**config.mk**
```make
export PLATFORM = sky130hd
export DESIGN_NAME = csi2_packet_tx
export DESIGN_NICKNAME = d
export VERILOG_FILES = /design/src/rtl/csi2_packet_tx.sv
export SDC_FILE = /design/constraint.sdc
export NUM_CORES = 1
export LEC_CHECK = 0
export BUFFER_PORTS_ARGS = -buffer_cell sky130_fd_sc_hd__buf_2
export CORE_MARGIN = 1.5
export CORE_UTILIZATION = 50
export DETAILED_ROUTE_END_ITERATION = 8
export PLACE_DENSITY = 0.77
export SYNTH_ARGS = -nofsm -noshare
export SYNTH_HDL_FRONTEND = slang
export SYNTH_SLANG_ARGS = --single-unit
export TNS_END_PERCENT = 50
```
**constraint.sdc**
```tcl
create_clock -name mipi_clk -period 2.6 [get_ports mipi_clk]
set_clock_uncertainty 0.15 [all_clocks]
set_input_delay 0.52 -clock mipi_clk [delete_from_list [all_inputs] [get_ports mipi_clk]]
set_output_delay 0.52 -clock mipi_clk [all_outputs]
set_load 0.01 [all_outputs]
```
**src/rtl/csi2_packet_tx.sv**
```systemverilog
// rtl/csi2_packet_tx.sv - two-lane MIPI CSI-2 byte-level packet transmitter
//
// Builds one CSI-2 packet per request and spreads it over two HS lanes:
// sync, ECC-protected header, payload, CRC-16 and trail bytes.
//
// Parameters:
//   T_PREP     cycles hs_req is high before the sync byte
//   T_TRAIL    trail bytes per lane
// Ports:
//   mipi_clk, reset            byte clock, synchronous active-high reset
//   start, data_type, vc,      packet request (sampled only while idle)
//   wordcount
//   pix_data, pix_valid,       16-bit payload stream, [7:0] goes to lane0
//   pix_ready
//   busy, done, err_odd,       status pulses / levels
//   underrun
//   hs_req, hs_valid           pad-driver HS request, lane bytes valid
//   lane0_byte, lane1_byte     per-lane HS bytes
module csi2_packet_tx #(
  parameter int T_PREP  = 8,
  parameter int T_TRAIL = 4
) (
  input  logic        mipi_clk,
  input  logic        reset,
  input  logic        start,
  input  logic [5:0]  data_type,
  input  logic [1:0]  vc,
  input  logic [15:0] wordcount,
  input  logic [15:0] pix_data,
  input  logic        pix_valid,
  output logic        pix_ready,
  output logic        busy,
  output logic        done,
  output logic        err_odd,
  output logic        underrun,
  output logic        hs_req,
  output logic        hs_valid,
  output logic [7:0]  lane0_byte,
  output logic [7:0]  lane1_byte
);

  typedef enum logic [2:0] {
    IDLE,
    PREP,
    SYNC,
    HEADER,
    PAYLOAD,
    CRC,
    TRAIL
  } state_t;

  localparam logic [15:0] PREP_LOAD  = 16'(T_PREP - 1);
  localparam logic [15:0] TRAIL_LOAD = 16'(T_TRAIL - 1);
  localparam logic [7:0]  SYNC_BYTE  = 8'hB8;

  state_t      state;
  logic [5:0]  dt_q;
  logic [1:0]  vc_q;
  logic [15:0] wc_q;
  logic [15:0] cnt;
  logic        hdr_phase;
  logic [15:0] crc_q;
  logic [7:0]  lane0_q;
  logic [7:0]  lane1_q;

  // Header ECC (6 parity bits, top two bits zero) over {B2, B1, B0}.
  function automatic logic [7:0] header_ecc(input logic [23:0] d);
    logic [5:0] p;
    p[0] = d[0]^d[1]^d[2]^d[4]^d[5]^d[7]^d[10]^d[11]^d[13]^d[16]
         ^ d[20]^d[21]^d[22]^d[23];
    p[1] = d[0]^d[1]^d[3]^d[4]^d[6]^d[8]^d[10]^d[12]^d[14]^d[17]
         ^ d[20]^d[21]^d[22]^d[23];
    p[2] = d[0]^d[2]^d[3]^d[5]^d[6]^d[9]^d[11]^d[12]^d[15]^d[18]
         ^ d[20]^d[21]^d[22];
    p[3] = d[1]^d[2]^d[3]^d[7]^d[8]^d[9]^d[13]^d[14]^d[15]^d[19]
         ^ d[20]^d[21]^d[23];
    p[4] = d[4]^d[5]^d[6]^d[7]^d[8]^d[9]^d[16]^d[17]^d[18]^d[19]
         ^ d[20]^d[22]^d[23];
    p[5] = d[10]^d[11]^d[12]^d[13]^d[14]^d[15]^d[16]^d[17]^d[18]^d[19]
         ^ d[21]^d[22]^d[23];
    return {2'b00, p};
  endfunction

  // Reflected CRC-16 (0x8408), one byte, LSB first.
  function automatic logic [15:0] crc16_byte(input logic [15:0] c, input logic [7:0] b);
    logic [15:0] r;
    r = c;
    for (int i = 0; i < 8; i++) begin
      if (r[0] ^ b[i]) r = (r >> 1) ^ 16'h8408;
      else             r = r >> 1;
    end
    return r;
  endfunction

  // Trail byte is the complement of the last bit sent on that lane.
  function automatic logic [7:0] trail_of(input logic [7:0] last);
    return last[7] ? 8'h00 : 8'hFF;
  endfunction

  logic        long_req;
  logic        long_q;
  logic [7:0]  hdr_b0;
  logic [7:0]  hdr_b1;
  logic [7:0]  hdr_b2;
  logic [7:0]  hdr_ecc;
  logic [7:0]  pay0;
  logic [7:0]  pay1;
  logic [15:0] crc_next;

  assign long_req = (data_type[5:4] != 2'b00);
  assign long_q   = (dt_q[5:4] != 2'b00);
  assign hdr_b0   = {vc_q, dt_q};
  assign hdr_b1   = wc_q[7:0];
  assign hdr_b2   = wc_q[15:8];
  assign hdr_ecc  = header_ecc({hdr_b2, hdr_b1, hdr_b0});

  // A missing payload word is replaced by zeros on the wire and in the CRC.
  assign pay0     = pix_valid ? pix_data[7:0]  : 8'h00;
  assign pay1     = pix_valid ? pix_data[15:8] : 8'h00;
  assign crc_next = crc16_byte(crc16_byte(crc_q, pay0), pay1);

  // Payload bytes go straight through in the cycle pix_ready is high, since
  // HS cannot stall; every other lane byte comes from the registers.
  assign lane0_byte = !hs_valid ? 8'h00 : (pix_ready ? pay0 : lane0_q);
  assign lane1_byte = !hs_valid ? 8'h00 : (pix_ready ? pay1 : lane1_q);
  assign underrun   = pix_ready & ~pix_valid;

  always_ff @(posedge mipi_clk) begin
    if (reset) begin
      state     <= IDLE;
      dt_q      <= '0;
      vc_q      <= '0;
      wc_q      <= '0;
      cnt       <= '0;
      hdr_phase <= 1'b0;
      crc_q     <= '0;
      lane0_q   <= '0;
      lane1_q   <= '0;
      pix_ready <= 1'b0;
      busy      <= 1'b0;
      done      <= 1'b0;
      err_odd   <= 1'b0;
      hs_req    <= 1'b0;
      hs_valid  <= 1'b0;
    end else begin
      err_odd <= 1'b0;
      done    <= 1'b0;
      case (state)
        IDLE: begin
          if (start) begin
            dt_q <= data_type;
            vc_q <= vc;
            wc_q <= wordcount;
            if (long_req && wordcount[0]) begin
              err_odd <= 1'b1;
            end else begin
              state  <= PREP;
              busy   <= 1'b1;
              hs_req <= 1'b1;
              cnt    <= PREP_LOAD;
            end
          end
        end

        PREP: begin
          if (cnt == 16'd0) begin
            state    <= SYNC;
            hs_valid <= 1'b1;
            lane0_q  <= SYNC_BYTE;
            lane1_q  <= SYNC_BYTE;
          end else begin
            cnt <= cnt - 16'd1;
          end
        end

        SYNC: begin
          state     <= HEADER;
          hdr_phase <= 1'b0;
          lane0_q   <= hdr_b0;
          lane1_q   <= hdr_b1;
        end

        HEADER: begin
          if (!hdr_phase) begin
            hdr_phase <= 1'b1;
            lane0_q   <= hdr_b2;
            lane1_q   <= hdr_ecc;
          end else if (long_q && (wc_q != 16'd0)) begin
            state     <= PAYLOAD;
            pix_ready <= 1'b1;
            cnt       <= {1'b0, wc_q[15:1]} - 16'd1;
            crc_q     <= 16'hFFFF;
            lane0_q   <= 8'h00;
            lane1_q   <= 8'h00;
          end else if (long_q) begin
            // Empty long packet: CRC of nothing is the seed.
            state   <= CRC;
            lane0_q <= 8'hFF;
            lane1_q <= 8'hFF;
          end else begin
            state   <= TRAIL;
            lane0_q <= trail_of(lane0_q);
            lane1_q <= trail_of(lane1_q);
            cnt     <= TRAIL_LOAD;
            done    <= (T_TRAIL == 1);
          end
        end

        PAYLOAD: begin
          crc_q <= crc_next;
          if (cnt == 16'd0) begin
            state     <= CRC;
            pix_ready <= 1'b0;
            lane0_q   <= crc_next[7:0];
            lane1_q   <= crc_next[15:8];
          end else begin
            cnt <= cnt - 16'd1;
          end
        end

        CRC: begin
          state   <= TRAIL;
          lane0_q <= trail_of(lane0_q);
          lane1_q <= trail_of(lane1_q);
          cnt     <= TRAIL_LOAD;
          done    <= (T_TRAIL == 1);
        end

        TRAIL: begin
          if (cnt == 16'd0) begin
            state    <= IDLE;
            busy     <= 1'b0;
            hs_req   <= 1'b0;
            hs_valid <= 1'b0;
            lane0_q  <= 8'h00;
            lane1_q  <= 8'h00;
          end else begin
            cnt  <= cnt - 16'd1;
            done <= (cnt == 16'd1);
          end
        end

        default: state <= IDLE;
      endcase
    end
  end

endmodule

```
# [Word-level counts from Yosys, hierarchy flattened]
# Index checks and enable logic that the tools add are counted.
[totals] reg_bits=81 in_bits=44 output_inout_bits=23 word_cells=232
[op_classes] n_addsub=2 eq_ne=16 n_mux=66 n_bitwise=110 reduce_logical=24
[ops] cell="$mux W16" count=24
[ops] cell="$mux W8" count=18
[ops] cell="$pmux W8 S6" count=2
[ops] cell="$xor A1 B1 Y1" count=89
[ops] cell="$pmux W16 S4" count=1
[ops] cell="$not A2 Y3" count=16
[ops] cell="$pmux W16 S2" count=1
[ops] cell="$pmux W3 S7" count=1
[ops] cell="$mux W3" count=6
[ops] cell="$eq A16 B1 Y1 const B" count=1
[ops] cell="$logic_not A16 Y1" count=1
[ops] cell="$ne A2 B2 Y1 const B" count=8
[ops] cell="$reduce_bool A16 Y1" count=1
[ops] cell="$sub A15 B1 Y16 const B" count=1
[ops] cell="$sub A16 B1 Y16 const B" count=1
[ops] cell="$reduce_and A4 Y1" count=3
[ops] cell="$reduce_and A6 Y1" count=2
[ops] cell="$reduce_bool A2 Y1" count=6
[ops] cell="$eq A3 B3 Y1 const B" count=3
[ops] cell="$reduce_or A3 Y1" count=3
[ops] cell="$pmux W1 S2" count=4
[ops] cell="$mux W1" count=7
[ops] cell="$eq A3 B2 Y1 const B" count=2
[ops] cell="$reduce_and A3 Y1" count=2
[ops] cell="other kinds (10)" count=15

# [Logic depth before layout (Yosys ltp)]
[logic_depth] ltp_word=35 ltp_mapped=10 mapped_depth_nobuf=9

# [Worst setup path before layout]
# No wires, ideal clock.
[synth_path] path_kind="register -> register" from="register cnt[0]" to="register cnt[11]" setup_ps=129 arrival_ps=2164 required_ps=2321 path_slack_ps=157 path_stages_with_launch=11 path_buffers=1 synth_period_minus_slack_ps=2443 path_cell_list="dfxtp_1 -> inv_1 -> ha_1 -> or4b_4 -> nor4_4 -> nand2_2 -> o211ai_1 -> nor2_1 -> buf_2 -> a22oi_1 -> nor2_1"
[synth_between] elab_chain_cells=3 elab_cells_between_ends=6 classes_between="add/sub (1); eq/ne (1); mux (2); reduce/logical (2)"
[synth_rtl] element="start: declaration" line_no="60" source="logic [15:0] cnt;"
[synth_rtl] element="start signal: assignment" line_no="172" source="cnt <= cnt - 16'd1;"
[synth_rtl] element="start signal: assignment" line_no="191" source="cnt <= {1'b0, wc_q[15:1]} - 16'd1;"
[synth_rtl] element="start signal: assignment" line_no="217" source="cnt <= cnt - 16'd1;"
[synth_rtl] element="$sub A16 B1 Y16 or $logic_not A16 Y1 (tied branches)"
[synth_rtl] element="$mux W16 or $ne A2 B2 Y1 (tied branches)"
[synth_rtl] element="$pmux W16 S4 or $reduce_and A6 Y1 (tied branches)"
# Several ways; a longest one is shown, not always the timed one. The select of a mux whose other input is x is not followed.
# A chain may end at the register's enable or synchronous reset.

# [Worst setup path in the final report]
[layout_path] from="register wc_q[2]" to="register lane1_q[2]"
[layout_between] elab_chain_cells=5
[layout_rtl] element="start: declaration" line_no="59" source="logic [15:0] wc_q;"
[layout_rtl] element="start signal: assignment" line_no="153" source="wc_q <= wordcount;"
[layout_rtl] element="$reduce_bool A16 Y1" line_no="188" source="end else if (long_q && (wc_q != 16'd0)) begin"
[layout_rtl] element="$logic_and A1 B1 Y1" line_no="188"
[layout_rtl] element="$mux W8" line_no="188"
[layout_rtl] element="$mux W8" line_no="184" source="if (!hdr_phase) begin"
[layout_rtl] element="$pmux W8 S6 (*)" line_no="148" source="case (state)"
[layout_rtl] element="end signal: assignment" line_no="180" source="lane1_q <= hdr_b1;"
[layout_rtl] element="end signal: assignment" line_no="187" source="lane1_q <= hdr_ecc;"
[layout_rtl] element="end signal: assignment" line_no="203" source="lane1_q <= trail_of(lane1_q);"
[layout_rtl] element="end: declaration" line_no="64" source="logic [7:0] lane1_q;"
# Mark *: on every way between the ends. The rest lies on a longest branch, timed or not.

==> results.tsv <==
stage	metric	value	unit
global_route	largest net degree at the start of global routing	28	
routing	Vias/cell	5.700	
worst_setup_path	critical path arrival	2.69	ns
routing	DRC Markers	0	
worst_setup_path	critical path fanouts, max	6	
hold_path	Hold Crit Start	data_type[2]	
timing	Final Setup Violations	0	
cts	Sink Count	81	
global_route	first-pass GRT wire length	25610	microns
timing	worst slew pin tran	0.7633	ns
synth	cells after synthesis	733	
worst_setup_path	Setup crit start kind	register	
placed_design	dpl cell area	6462	sq um
die	Die Y	110.2	microns
power_and_ir_drop	peak supply drop	543.2	uV
cts	CTS Buf Count	9	
synth	number of synthesized flops with an enable pin	0	
routing	first-pass iteration count of the detailed router	5	
worst_setup_path	R2R Path Start	wc_q[2]$_SDFFE_PP0P_	
placed_design	Placer Congestion	0.9454	
die	die area	12150	sq um
cells_and_area	share of cells above drive strength 1	23.37	%
cells_and_area	# diodes	0	
timing	RSZ-0062 raised after global routing	true	
synth	synth warn	0	
cts	CTS Root Cell	clkbuf_16	
die	DIE WIDTH	110.2	microns
routing	per-cell routed wire length	17.35	microns
cells_and_area	NumNets Final	871	
synth	Net Count, Synth	783	
global_route	grt total ovfl	0	
worst_setup_path	Setup CP Type	reg -> reg	
cts	Max Buffers Root-to-Sink	2	
cts	CTS H-tree depth	3	
flow_run	max cap viols	0	
routing	DR iter-0 viols	586	
cts	hold_buf cts	0	
synth	share of Yosys cell area claimed by the top area cell type	28.20	%
synth	Avg Cell Area, Syn	7.845	sq um
synth	area leader, netlist	dfxtp_1	
synth	Mapped Area	5751	sq um
cells_and_area	number of fill cells in the layout	944	
die	IO Count	67	
placed_design	PortBufs	66	
worst_setup_path	WP data required	2.75	ns
cts	latest clock arrival within the worst-skew pair	0.35	ns
die	core region area	11030	sq um
global_route	initial antenna violation count	0	
synth	Synth Flop Type	dfxtp_1	
global_route	GRT Resource Usage Total	28.00	%
placed_design	Final HPWL DP	12390	microns
synth	post-synth cell types	71	
cells_and_area	fin area	6934	sq um
cts	CTS tree	built	
power_and_ir_drop	LEAKAGE	2.820	nW
worst_setup_path	R2R depth	8	
worst_setup_path	r2r setup slk	0.06	ns
die	std cell rows	38	
cells_and_area	area growth from synthesis to layout	20.58	%
routing	Post-DRT Antenna Nets	0	
synth	Synth area leaders	dfxtp_1 28%, xnor2_1 12%, nand2_1 6.1%	
timing	Slew Limit Fails	0	
synth	Synth async-reset ratio	0	%
hold_path	Min-Delay Path Depth	3	
routing	total detailed-routing wirelength	16760	microns
synth	post-synthesis sequential area ratio	28.20	%
synth	Yosys reg bits	81	
timing	fmax	393.2	MHz
timing	min cycle time layout	2.543	ns
global_route	vias in the first global route	5020	
die	Starting Density	52.13	%
timing	Hold Violations, Final	0	
timing	Rel. slew slack	48.72	%
cts	Worst-path clk slew	0.06	ns
routing	total number of vias	5506	
timing	fin crit share	97.83	%
outcome	status	complete, no violations	
hold_path	WHS Endpoint	dt_q[2]$_SDFFE_PP0P_	
hold_path	Hold Crit Class	in -> reg	
worst_setup_path	Setup crit end kind	register	
worst_setup_path	Worst R2R End	lane1_q[2]$_SDFFE_PP0P_	
power_and_ir_drop	pwr dens	987.2	nW/um^2
timing	setup_tns	0	ns
## area by class of cell
class	instances	area (sq um)	share of cell area [%]
clock buffer	9	225.2	3.248
sequential	81	1625	23.44
tap	140	175.2	2.526
timing repair buffer	128	815.8	11.76
clock inverter	7	95.09	1.371
inverter	16	60.06	0.8661
multi-input combinational	585	3938	56.78
## metal layers
layer	up-vias	global-route usage [%]	part of all wire, %
met3	24	5.761	7.8
met5	-	0	0
met2	245	44.00	46
met1	2548	37.65	44
li1	2689	-	-
met4	0	10.81	2.0
## logic make-up after synthesis
| logic type | share of synthesized area [%] |
|---|---|
| fa+ha+maj | 1.305 |
| xor+xnor | 21.54 |
| buf+inv | 5.113 |
| simple gates | 24.48 |
| flops | 28.20 |
| mux | 0.1958 |
| compound gates | 19.17 |
## flip-flops by register name, summed over array words and instances (netlist names)
register / count
err_odd: 1
dt_q: 6
pix_ready: 1
lane0_q: 8
lane1_q: 8
hs_req: 1
crc_q: 16
wc_q: 16
hdr_phase: 1
state: 3
hs_valid: 1
done: 1
cnt: 16
vc_q: 2
## cells in the final DEF (no fill, tap or decap), types with 6 or more instances in the layout
| cell type | netlist | final |
|---|---|---|
| buf_2 | 12 | 66 |
| xor2_1 | 39 | 39 |
| xnor2_1 | 77 | 76 |
| buf_4 | 2 | 59 |
| nand3_1 | 12 | 12 |
| clkbuf_16 | 0 | 9 |
| o211ai_1 | 6 | 6 |
| and2_1 | 10 | 10 |
| nand2_1 | 94 | 94 |
| dfxtp_1 | 81 | 78 |
| nor2b_1 | 25 | 25 |
| nor2_1 | 77 | 75 |
| a21oi_1 | 48 | 47 |
| nand2b_1 | 9 | 9 |
| o21ai_0 | 26 | 26 |
| inv_1 | 16 | 14 |
| xnor3_1 | 7 | 7 |
| a22oi_1 | 16 | 13 |
| o22ai_1 | 10 | 10 |
| nor3_1 | 25 | 25 |
| or3_1 | 7 | 7 |
| a211oi_1 | 8 | 7 |
| a311oi_1 | 6 | 6 |
## synthesized netlist by cell type, drive strengths merged (4+ instances only)
master	n
buf	18
ha	6
dfxtp	81
a21o	4
xnor2	81
nand2	95
a21boi	5
and2	10
o21ai	29
clkbuf	34
nor3	28
or3	8
xnor3	7
nand2b	9
a211oi	8
o22ai	12
or4	5
o211ai	7
nor2	79
a311oi	6
a22oi	17
nor4	6
a21oi	50
xor2	39
inv	16
nand3	12
nor2b	25
## per-stage QoR
stage	setup WS [ns]	instances	utilization, %	hold slack (ns)	total power [W]
final	0.05651	966	62.86	0.2524	0.006845
after global routing	-0.04704	966	62.86	0.2610	0.007222
after CTS	0.001952	960	61.49	0.2488	0.006574
after detailed placement	-0.05731	944	58.59	0.3020	0.005169
after global placement	0.005015	944	58.59	0.2991	0.005097
after floorplan	0.1573	733	-	0.2673	0.004246
## power breakdown
group	switching (W)	internal, W	total, W
logic	0.00205	0.00174	0.00379
clock network	0.000554	0.000841	0.00139
registers	0.000224	0.00144	0.00166
## how the worst max path moves through the flow
stage	start	to	slack, ns	cells after the start
after global placement	pix_data[2]	lane1_q[1]$_SDFFE_PP0P_	0.005	8
final	wc_q[2]$_SDFFE_PP0P_	lane1_q[2]$_SDFFE_PP0P_	0.06	8
after floorplan	cnt[0]$_SDFFE_PP0P_	cnt[11]$_SDFFE_PP0P_	0.16	10
after CTS	cnt[0]$_SDFFE_PP0P_	cnt[12]$_SDFFE_PP0P_	0.002	10
after detailed placement	data_type[5]	cnt[6]$_SDFFE_PP0P_	-0.06	8
after global routing	cnt[1]$_SDFFE_PP0P_	cnt[15]$_SDFFE_PP0P_	-0.05	11
## repair_timing
| action | in CTS | in global routing |
|---|---|---|
| endpoints found under the hold margin | 0 | 0 |
| gates resized for setup | 0 | 25 |
| setup endpoints to repair | 0 | 28 |
| setup buffers | 0 | 5 |
## worst max-delay path, stage by stage, from the launching register on
cell	delay, ns
dfxtp_1	0.31
inv_1	0.10
ha_1	0.19
or3b_2	0.50
o41a_4	0.50
nor2_8	0.14
a21oi_2	0.11
o221ai_1	0.26
o221a_2	0.23
No activity file was read; power rests on OpenSTA's default activity.
